===== config.mk =====
export PLATFORM = sky130hd
export DESIGN_NAME = mem_stage_controller
export DESIGN_NICKNAME = d
export VERILOG_FILES = /design/src/rtl/mem_stage_controller.sv
export SDC_FILE = /design/constraint.sdc
export NUM_CORES = 1
export LEC_CHECK = 0
export CORE_MARGIN = 3
export CORE_UTILIZATION = 35
export CTS_CLUSTER_DIAMETER = 150
export DETAILED_ROUTE_END_ITERATION = 7
export PLACE_DENSITY_LB_ADDON = 0.08
export SETUP_SLACK_MARGIN = 0.4
export SLEW_MARGIN = 20
export SYNTH_ARGS = -nofsm -noshare
export SYNTH_HDL_FRONTEND = slang
export SYNTH_SLANG_ARGS = --single-unit
export TNS_END_PERCENT = 10

===== constraint.sdc =====
create_clock -name clk -period 9.5 [get_ports clk]
set_clock_uncertainty 0.2 [all_clocks]
set_input_delay 2.85 -clock clk [delete_from_list [all_inputs] [get_ports clk]]
set_output_delay 2.85 -clock clk [all_outputs]
set_load 0.01 [all_outputs]

===== src/rtl/mem_stage_controller.sv =====
// MEM-stage sequencer: issues one data-memory request per EX/MEM access,
// stalls upstream until the response (or a timeout) and reports completion.
module mem_stage_controller #(
  parameter int unsigned TIMEOUT = 255
) (
  input  logic        clk,
  input  logic        rst,
  input  logic        mem_read_in,
  input  logic        mem_write_in,
  input  logic [31:0] addr_in,
  input  logic [31:0] wdata_in,
  output logic        stall_out,
  output logic        dmem_req_valid,
  input  logic        dmem_req_ready,
  output logic        dmem_req_we,
  output logic [31:0] dmem_req_addr,
  output logic [31:0] dmem_req_wdata,
  input  logic        dmem_rsp_valid,
  input  logic [31:0] dmem_rsp_rdata,
  output logic [31:0] mem_rdata_out,
  output logic        access_done,
  output logic        misalign_err,
  output logic        ctrl_err,
  output logic        timeout_err
);

  localparam int unsigned CNT_W = 16;
  // Counter value seen during the TIMEOUT-th cycle spent in REQ+WAIT.
  localparam logic [CNT_W-1:0] CNT_LAST = CNT_W'(TIMEOUT - 1);

  typedef enum logic [1:0] {
    IDLE = 2'd0,
    REQ  = 2'd1,
    WAIT = 2'd2,
    DONE = 2'd3
  } state_t;

  state_t           state;
  state_t           state_next;
  logic [CNT_W-1:0] cnt;
  logic             abort;
  logic             abort_next;
  logic             launch;
  logic             capture;
  logic             timeout_hit;

  // State register.
  always_ff @(posedge clk or posedge rst) begin
    if (rst) begin
      state <= IDLE;
    end else begin
      state <= state_next;
    end
  end

  // Next-state and combinational outputs; everything held low during reset.
  always_comb begin
    state_next     = state;
    abort_next     = abort;
    launch         = 1'b0;
    capture        = 1'b0;
    stall_out      = 1'b0;
    dmem_req_valid = 1'b0;
    access_done    = 1'b0;
    misalign_err   = 1'b0;
    ctrl_err       = 1'b0;
    timeout_err    = 1'b0;
    timeout_hit    = (cnt == CNT_LAST);
    if (!rst) begin
      case (state)
        IDLE: begin
          if (mem_read_in && mem_write_in) begin
            ctrl_err    = 1'b1;
            access_done = 1'b1;
          end else if (mem_read_in || mem_write_in) begin
            if (addr_in[1:0] != 2'b00) begin
              misalign_err = 1'b1;
              access_done  = 1'b1;
            end else begin
              stall_out  = 1'b1;
              launch     = 1'b1;
              abort_next = 1'b0;
              state_next = REQ;
            end
          end
        end
        REQ: begin
          stall_out      = 1'b1;
          dmem_req_valid = 1'b1;
          if (timeout_hit) begin
            abort_next = 1'b1;
            state_next = DONE;
          end else if (dmem_req_ready) begin
            state_next = WAIT;
          end
        end
        WAIT: begin
          stall_out = 1'b1;
          if (dmem_rsp_valid) begin
            capture    = ~dmem_req_we;
            state_next = DONE;
          end else if (timeout_hit) begin
            abort_next = 1'b1;
            state_next = DONE;
          end
        end
        DONE: begin
          access_done = 1'b1;
          timeout_err = abort;
          state_next  = IDLE;
        end
        default: begin
          state_next = IDLE;
        end
      endcase
    end
  end

  // Request latch, timeout counter, abort flag and load-data holding register.
  always_ff @(posedge clk or posedge rst) begin
    if (rst) begin
      cnt            <= '0;
      abort          <= 1'b0;
      dmem_req_we    <= 1'b0;
      dmem_req_addr  <= '0;
      dmem_req_wdata <= '0;
      mem_rdata_out  <= '0;
    end else begin
      abort <= abort_next;
      if (launch) begin
        dmem_req_we    <= mem_write_in;
        dmem_req_addr  <= {addr_in[31:2], 2'b00};
        dmem_req_wdata <= wdata_in;
        cnt            <= '0;
      end else if (state == REQ || state == WAIT) begin
        cnt <= cnt + CNT_W'(1);
      end
      if (capture) begin
        mem_rdata_out <= dmem_rsp_rdata;
      end
    end
  end

endmodule


==> out/metrics.cfg, run 1 <==
[outcome]
status=finished clean

[timing]
period_share_pct=83.4
period_needed_ns=7.93
setup_viol=0
rsz0062_at_grt=false
timing.slew.headroom_pct=37.9
fmax_mhz=126
fin_tns_setup_ns=0
drv_slew=0
worstMarginPinSlew_ns=0.932
finalHoldViolations=0
fin_hold_ws_ns=0.271

[cells_and_area]
final_cell_count_no_fill=861
drive_gt1_share_pct=11.2
nNetsFinal=782
area_delta_synth_final_pct=58.0
diodes=0

[floorplanning]
dieHeight_um=123
io_pins=205
rows=42
core_um2=13300
start_util_pct=35.9
die_w_um=123
die_area_um2=15100

[synthesis]
synthFlopType=dfrtp_1
synth_top_family_by_area=simple AND/OR/NAND/NOR gates
synth_cells=468
syn_avg_cell_area_um2=10.2
syn-cell-area_um2=4770
yosys.area_share.xor_xnor_pct=2.02
yosys_register_bits=114
synth_compound_area_share_pct=3.17
yosys-top-cells-area=dfrtp_1 60%, nand2_1 16%, mux2_2 7.3%
synth_cell_type_count=41
synthArstFlopShare_pct=100
yosysWarningCount=0
synth_edf_count=0
synth_top_cell_area_share_pct=59.8
synth-simple-area-share_pct=22.1
synthMuxAreaShare_pct=7.79
synth.yosys.seq_area_share_pct=59.8
synth.largest_area_cell=dfrtp_1
synth-adder-area-share_pct=2.10

[critical_path]
crit_path_end_kind=output pin
critical_path_required_ns=6.45
max_stage_delay_ns=0.69
crit_chain=clkdlybuf4s50_1 > inv_4 > and3_1 > clkdlybuf4s50_1
crit_top_cell=clkdlybuf4s50_1
crit_arrival_ns=4.88
path_max_fanout=43
cp-start-kind=input pin
critPathKind=input pin to output pin
cpMaxStageDelayCell=clkdlybuf4s50_1

[drt]
ant_nets=0
drt_iter0_drc=181
vias_per_cell=4.54
post-route-drc-count=0
drt_first_pass_iters=4
wl_per_cell_um=14.9
vias=3911
routed_wl_um=12900

[place]
placed_cells=829
dp_hpwl_um=8960
place_congestion=0.797
io_buffers=202

[min_path]
hp-class=flip-flop to flip-flop

[global_routing]
grt_overflow=0
grt_pass1_wl_um=20000
grt_pass1_vias=3873
grt_antenna_before_repair=0
grt_max_degree=80
grt_util_all_layers_pct=17.3

[clocking]
clock-sinks=114
cts-root-buf=clkbuf_16
ctsResizeCount=0
cts_tree=yes
clkLatencyLatePin_ns=0.40
htreeDepth=4
cts.clk_slew.worst_paths_ns=0.05
cts_setup_buffers=0
cts_made_buffers=17
holdBufCountCts=0
clock_path_buffers=2

[flow_run]
maxCapViolCount=0

[power]
p_leak_nw=3.45
ir_drop_uv=128
p_per_area_nw_per_um2=306

report_power, final:
part	total [mW]	internal (mW)	switching, mW	leakage (nW)
sequential	0.835	0.694	0.141	1.44
combinational	0.847	0.490	0.357	1.72
clock	0.629	0.412	0.217	0.289
total	2.31	1.60	0.716	3.45
critical path, delay by kind of cell:
kind	cells	cell delay [ns]
buf+inv	3	1.77
simple gates	1	0.25
cell usage after synthesis (4+ instances only):
cell type and instances:
nand2_1 198, dfrtp_1 114, mux2_2 31, nor2_1 15, buf_2 12, ha_1 8
inv_1 8, nor3_1 7, xnor2_1 7, a21oi_1 6, clkbuf_1 6, o21ai_0 6
nand4_1 5, buf_4 4, or3_1 4, xor2_1 4
cell families (layout without fill, tap and decap cells):
group | Yosys count | after routing
AND/OR/NAND/NOR | 249 | 249
flip-flops | 114 | 114
multiplexers | 33 | 33
buffers and inverters | 30 | 246
AO/OA/AOI/OAI | 22 | 22
XOR/XNOR | 11 | 11
adder cells (fa/ha/maj) | 8 | 8
other | 1 | 2
path summary, 6_finish.rpt:
kind,start,cells after the start,slack [ns],endpoint
min in group asynchronous,rst,2,3.04,dmem_req_wdata[3]
max,rst,4,1.57,timeout_err
min,dmem_req_addr[18],2,0.27,dmem_req_addr[18]
max reg2reg,state[0],6,6.98,cnt[15]
max in group asynchronous,rst,3,4.74,mem_rdata_out[24]
min reg2reg,dmem_req_addr[18],2,0.27,dmem_req_addr[18]
placed cells by master, fill, tap and decap left out, types with 5 or more instances in the layout:
master and count:
o21ai_0 6, clkdlybuf4s50_1 202, nor2_1 15, nand2_1 198
dfrtp_1 114, nand4_1 5, nor3_1 7, inv_1 7
xnor2_1 7, a21oi_1 6, ha_1 8, clkbuf_16 17
mux2_2 31
sequential cells by signal, indices dropped and copies added, names as in the netlist:
name	cells
abort	1
cnt	16
dmem_req_addr	30
dmem_req_wdata	32
dmem_req_we	1
mem_rdata_out	32
state	2
metrics by stage:
stage | total power [mW] | instance area, µm² | utilization, % | worst slack (ns)
final | 2.31 | 7540 | 56.7 | 1.57
after CTS | 2.34 | 7540 | 56.7 | 1.51
after detailed placement | 1.69 | 6950 | 52.3 | 1.51
after global placement | 1.68 | 6950 | 52.3 | 1.51
after floorplan | 1.21 | 4780 | - | 0.548
after global routing | 2.46 | 7540 | 56.7 | 1.39
area by class of cell:
type	instances	area (µm²)
well taps	176	220
inverters	8	32.5
repair buffers	206	2050
clock buffers	23	488
clock inverters	9	104
flip-flops and latches	114	2850
multi-input cells	325	1790
fillers	1161	5750
metal layers:
metal	vias to the layer above	track usage, %	wire (µm)
met5	-	0	0
met4	0	7.91	286
met3	18	7.93	1290
met2	157	25.2	5720
met1	1803	22.1	5560
li1	1933	-	-
No activity file was read; power rests on OpenSTA's default activity.
==> inputs of run 2 (changes only) <==
==> constraint.sdc (replaced) <==
create_clock -name clk -period 7 [get_ports clk]
set_clock_uncertainty 0.2 [all_clocks]
set_input_delay 2.1 -clock clk [delete_from_list [all_inputs] [get_ports clk]]
set_output_delay 2.1 -clock clk [all_outputs]
set_load 0.01 [all_outputs]
==> run 2 against run 1 <==
  * Core utilization grew 0.066 points
  * Critical path depth increased by 1
  * Combinational power increased by 37%
  * Setup slack lost 0.80 ns
  * Via count rose by 1.2%
  * Cell area is 0.12% higher
  * Critical endpoint is now stall_out
  * Highest routed layer unchanged
==> out/metrics.cfg, run 2 (synthesis results as in run 1) <==
[outcome]
status=finished clean

[cells_and_area]
reg.largest.list=dmem_req_wdata (32), mem_rdata_out (32), dmem_req_addr (30)
design_area_um2=7550  ; +0.12%
mostFrequentLayoutCells=202 x clkdlybuf4s50_1, 198 x nand2_1, 114 x dfrtp_1
area_delta_synth_final_pct=58.2
drive_gt1_share_pct=11.4  ; +0.13 points
nNetsFinal=783  ; +0.13%
final_common_cell=clkdlybuf4s50_1
finish.utilization_pct=56.8  ; +0.066 points
fillers=1157  ; -0.34%
diodes=0  ; unchanged

[timing]
period_share_pct=88.9
timing.slew.headroom_pct=42.3  ; +4.4 points
period_needed_ns=6.23
finalHoldViolations=0  ; unchanged
worstMarginPinSlew_ns=0.866  ; -0.0660 ns
fmax_mhz=161
setup_viol=0  ; unchanged
drv_slew=0  ; unchanged
fin_tns_setup_ns=0  ; unchanged
rsz0062_at_grt=false

[critical_path]
crit_buf_inv=2  ; -1
cpLargestDelayFamily=buffers and inverters
cp_num_cells=5  ; +1
cpMaxStageDelayCell=clkdlybuf4s50_1
critical_path_required_ns=4.70  ; -1.75 ns
critPathKind=input pin to output pin
r2r_end=dmem_req_wdata[6]
crit_path_end_kind=output pin
max_stage_delay_ns=0.60  ; -0.09 ns
crit_arrival_ns=3.93  ; -0.95 ns
path_max_fanout=5  ; -88%
cp-start-kind=input pin
r2r_setup_slack_ns=4.20  ; -2.78 ns
crit_chain=clkdlybuf4s50_1 > xor2_1 > a31oi_1 > nor3_1 > clkdlybuf4s50_1
reg2reg_depth=7  ; +1
worstReg2RegStart=state[0]
crit_top_cell=clkdlybuf4s50_1

[min_path]
min_delay_worst_endpoint=dmem_req_addr[5]
min_path_cells=2  ; unchanged
hp-class=flip-flop to flip-flop
min_from=dmem_req_addr[5]

[power]
power_frac_clock_pct=27.1  ; about the same
ir_drop_uv=172  ; +34%
p_switching_mw=0.980  ; +37%
combPwrFrac_pct=36.9  ; +0.2 points
power_mw=3.15  ; +36%
p_per_area_nw_per_um2=417  ; +36%
p_leak_nw=3.45  ; about the same
p_seq_share_pct=36.0  ; about the same
p_int_mw=2.17  ; +36%
switching_share_pct=31.1  ; +0.18 points

[drt]
ant_nets=0  ; unchanged
wl_per_cell_um=15.1  ; +1.5%
routed_wl_um=13100  ; +1.6%
vias_per_cell=4.59  ; +1.1%
vias=3958  ; +1.2%
post-route-drc-count=0  ; unchanged
drt_iter0_drc=147  ; -19%
drt_first_pass_iters=6  ; +2

[floorplanning]
die_area_um2=15100  ; unchanged
start_util_pct=35.9  ; unchanged
core_um2=13300  ; unchanged
dieHeight_um=123  ; unchanged
io_pins=205  ; unchanged
rows=42  ; unchanged
die_w_um=123  ; unchanged

[global_routing]
grt_antenna_before_repair=0  ; unchanged
grt_pass1_wl_um=20500  ; +2.6%
grt_overflow=0  ; unchanged
grt_max_degree=69  ; -14%
grt_pass1_vias=4008  ; +3.5%
grt_util_all_layers_pct=17.8  ; +0.44 points

[place]
io_buffers=202  ; unchanged
place_congestion=0.736  ; -7.7%
placed_cell_area_um2=6960  ; +0.13%
dp_hpwl_um=9200  ; +2.8%

[clocking]
cts_setup_buffers=0  ; unchanged
holdBufCountCts=0  ; unchanged
clock-sinks=114  ; unchanged
cts_made_buffers=17  ; unchanged
clock_path_buffers=2  ; unchanged
clkLatencyLatePin_ns=0.41  ; about the same
cts-root-buf=clkbuf_16
htreeDepth=4  ; unchanged
cts_tree=yes
ctsResizeCount=0  ; unchanged
cts.clk_slew.worst_paths_ns=0.05  ; about the same

[flow_run]
maxCapViolCount=0  ; unchanged

[run 2: changes by cell type in the layout (fill, tap and decap cells not counted), sizes merged]
| cell | delta |
|---|---|
| clkinvlp | +1 |
| inv | -1 |
| buf | +1 |
[run 2: metrics by stage]
stage               instances  hold slack (ns)  setup WS (ns)
floorplan                 469            0.263          0.262
global placement          830            0.257          0.822
detailed placement        830            0.262          0.769
CTS                       862            0.276          0.761
global route              862            0.290          0.639
finish                    862            0.268          0.775
[run 2: worst max-delay path by stage]
stage | start | to | slack [ns]
global route | mem_write_in | stall_out | 0.64
detailed placement | mem_write_in | stall_out | 0.77
finish | mem_write_in | stall_out | 0.77
global placement | mem_write_in | stall_out | 0.82
CTS | mem_write_in | stall_out | 0.76
floorplan | rst | timeout_err | 0.26
[run 2: worst min-delay path, cell delays in order (launching register included)]
cell and delay (ns):
dfrtp_1 0.34, nand2_1 0.05, nand2_1 0.05
[run 2: cell type report]
| class | instances | area, µm² | area share, % |
|---|---|---|---|
| Clock buffer | 23 | 488 | 6.46 |
| Multi-Input combinational cell | 325 | 1790 | 23.7 |
| Timing Repair Buffer | 207 | 2060 | 27.3 |
| Sequential cell | 114 | 2850 | 37.8 |
| Tap cell | 176 | 220 | 2.92 |
| Inverter | 8 | 33.8 | 0.447 |
| Clock inverter | 9 | 104 | 1.38 |
[run 2: power by group through the flow]
stage                     combinational, mW  sequential, mW  clock [mW]
final                                  1.16            1.13       0.854
after detailed placement               1.17            1.14           0
after CTS                              1.18            1.14       0.878
after floorplan                       0.411            1.23           0
after global placement                 1.16            1.13           0
after global routing                   1.27            1.17       0.907
[run 2: per-layer routing]
layer / global-route usage [%] / vias to the layer above / wire length [µm]
met5: 0 / - / 0
met4: 6.93 / 0 / 178
met3: 8.25 / 15 / 1310
met2: 26.7 / 144 / 5930
met1: 22.3 / 1867 / 5640
li1: - / 1932 / -
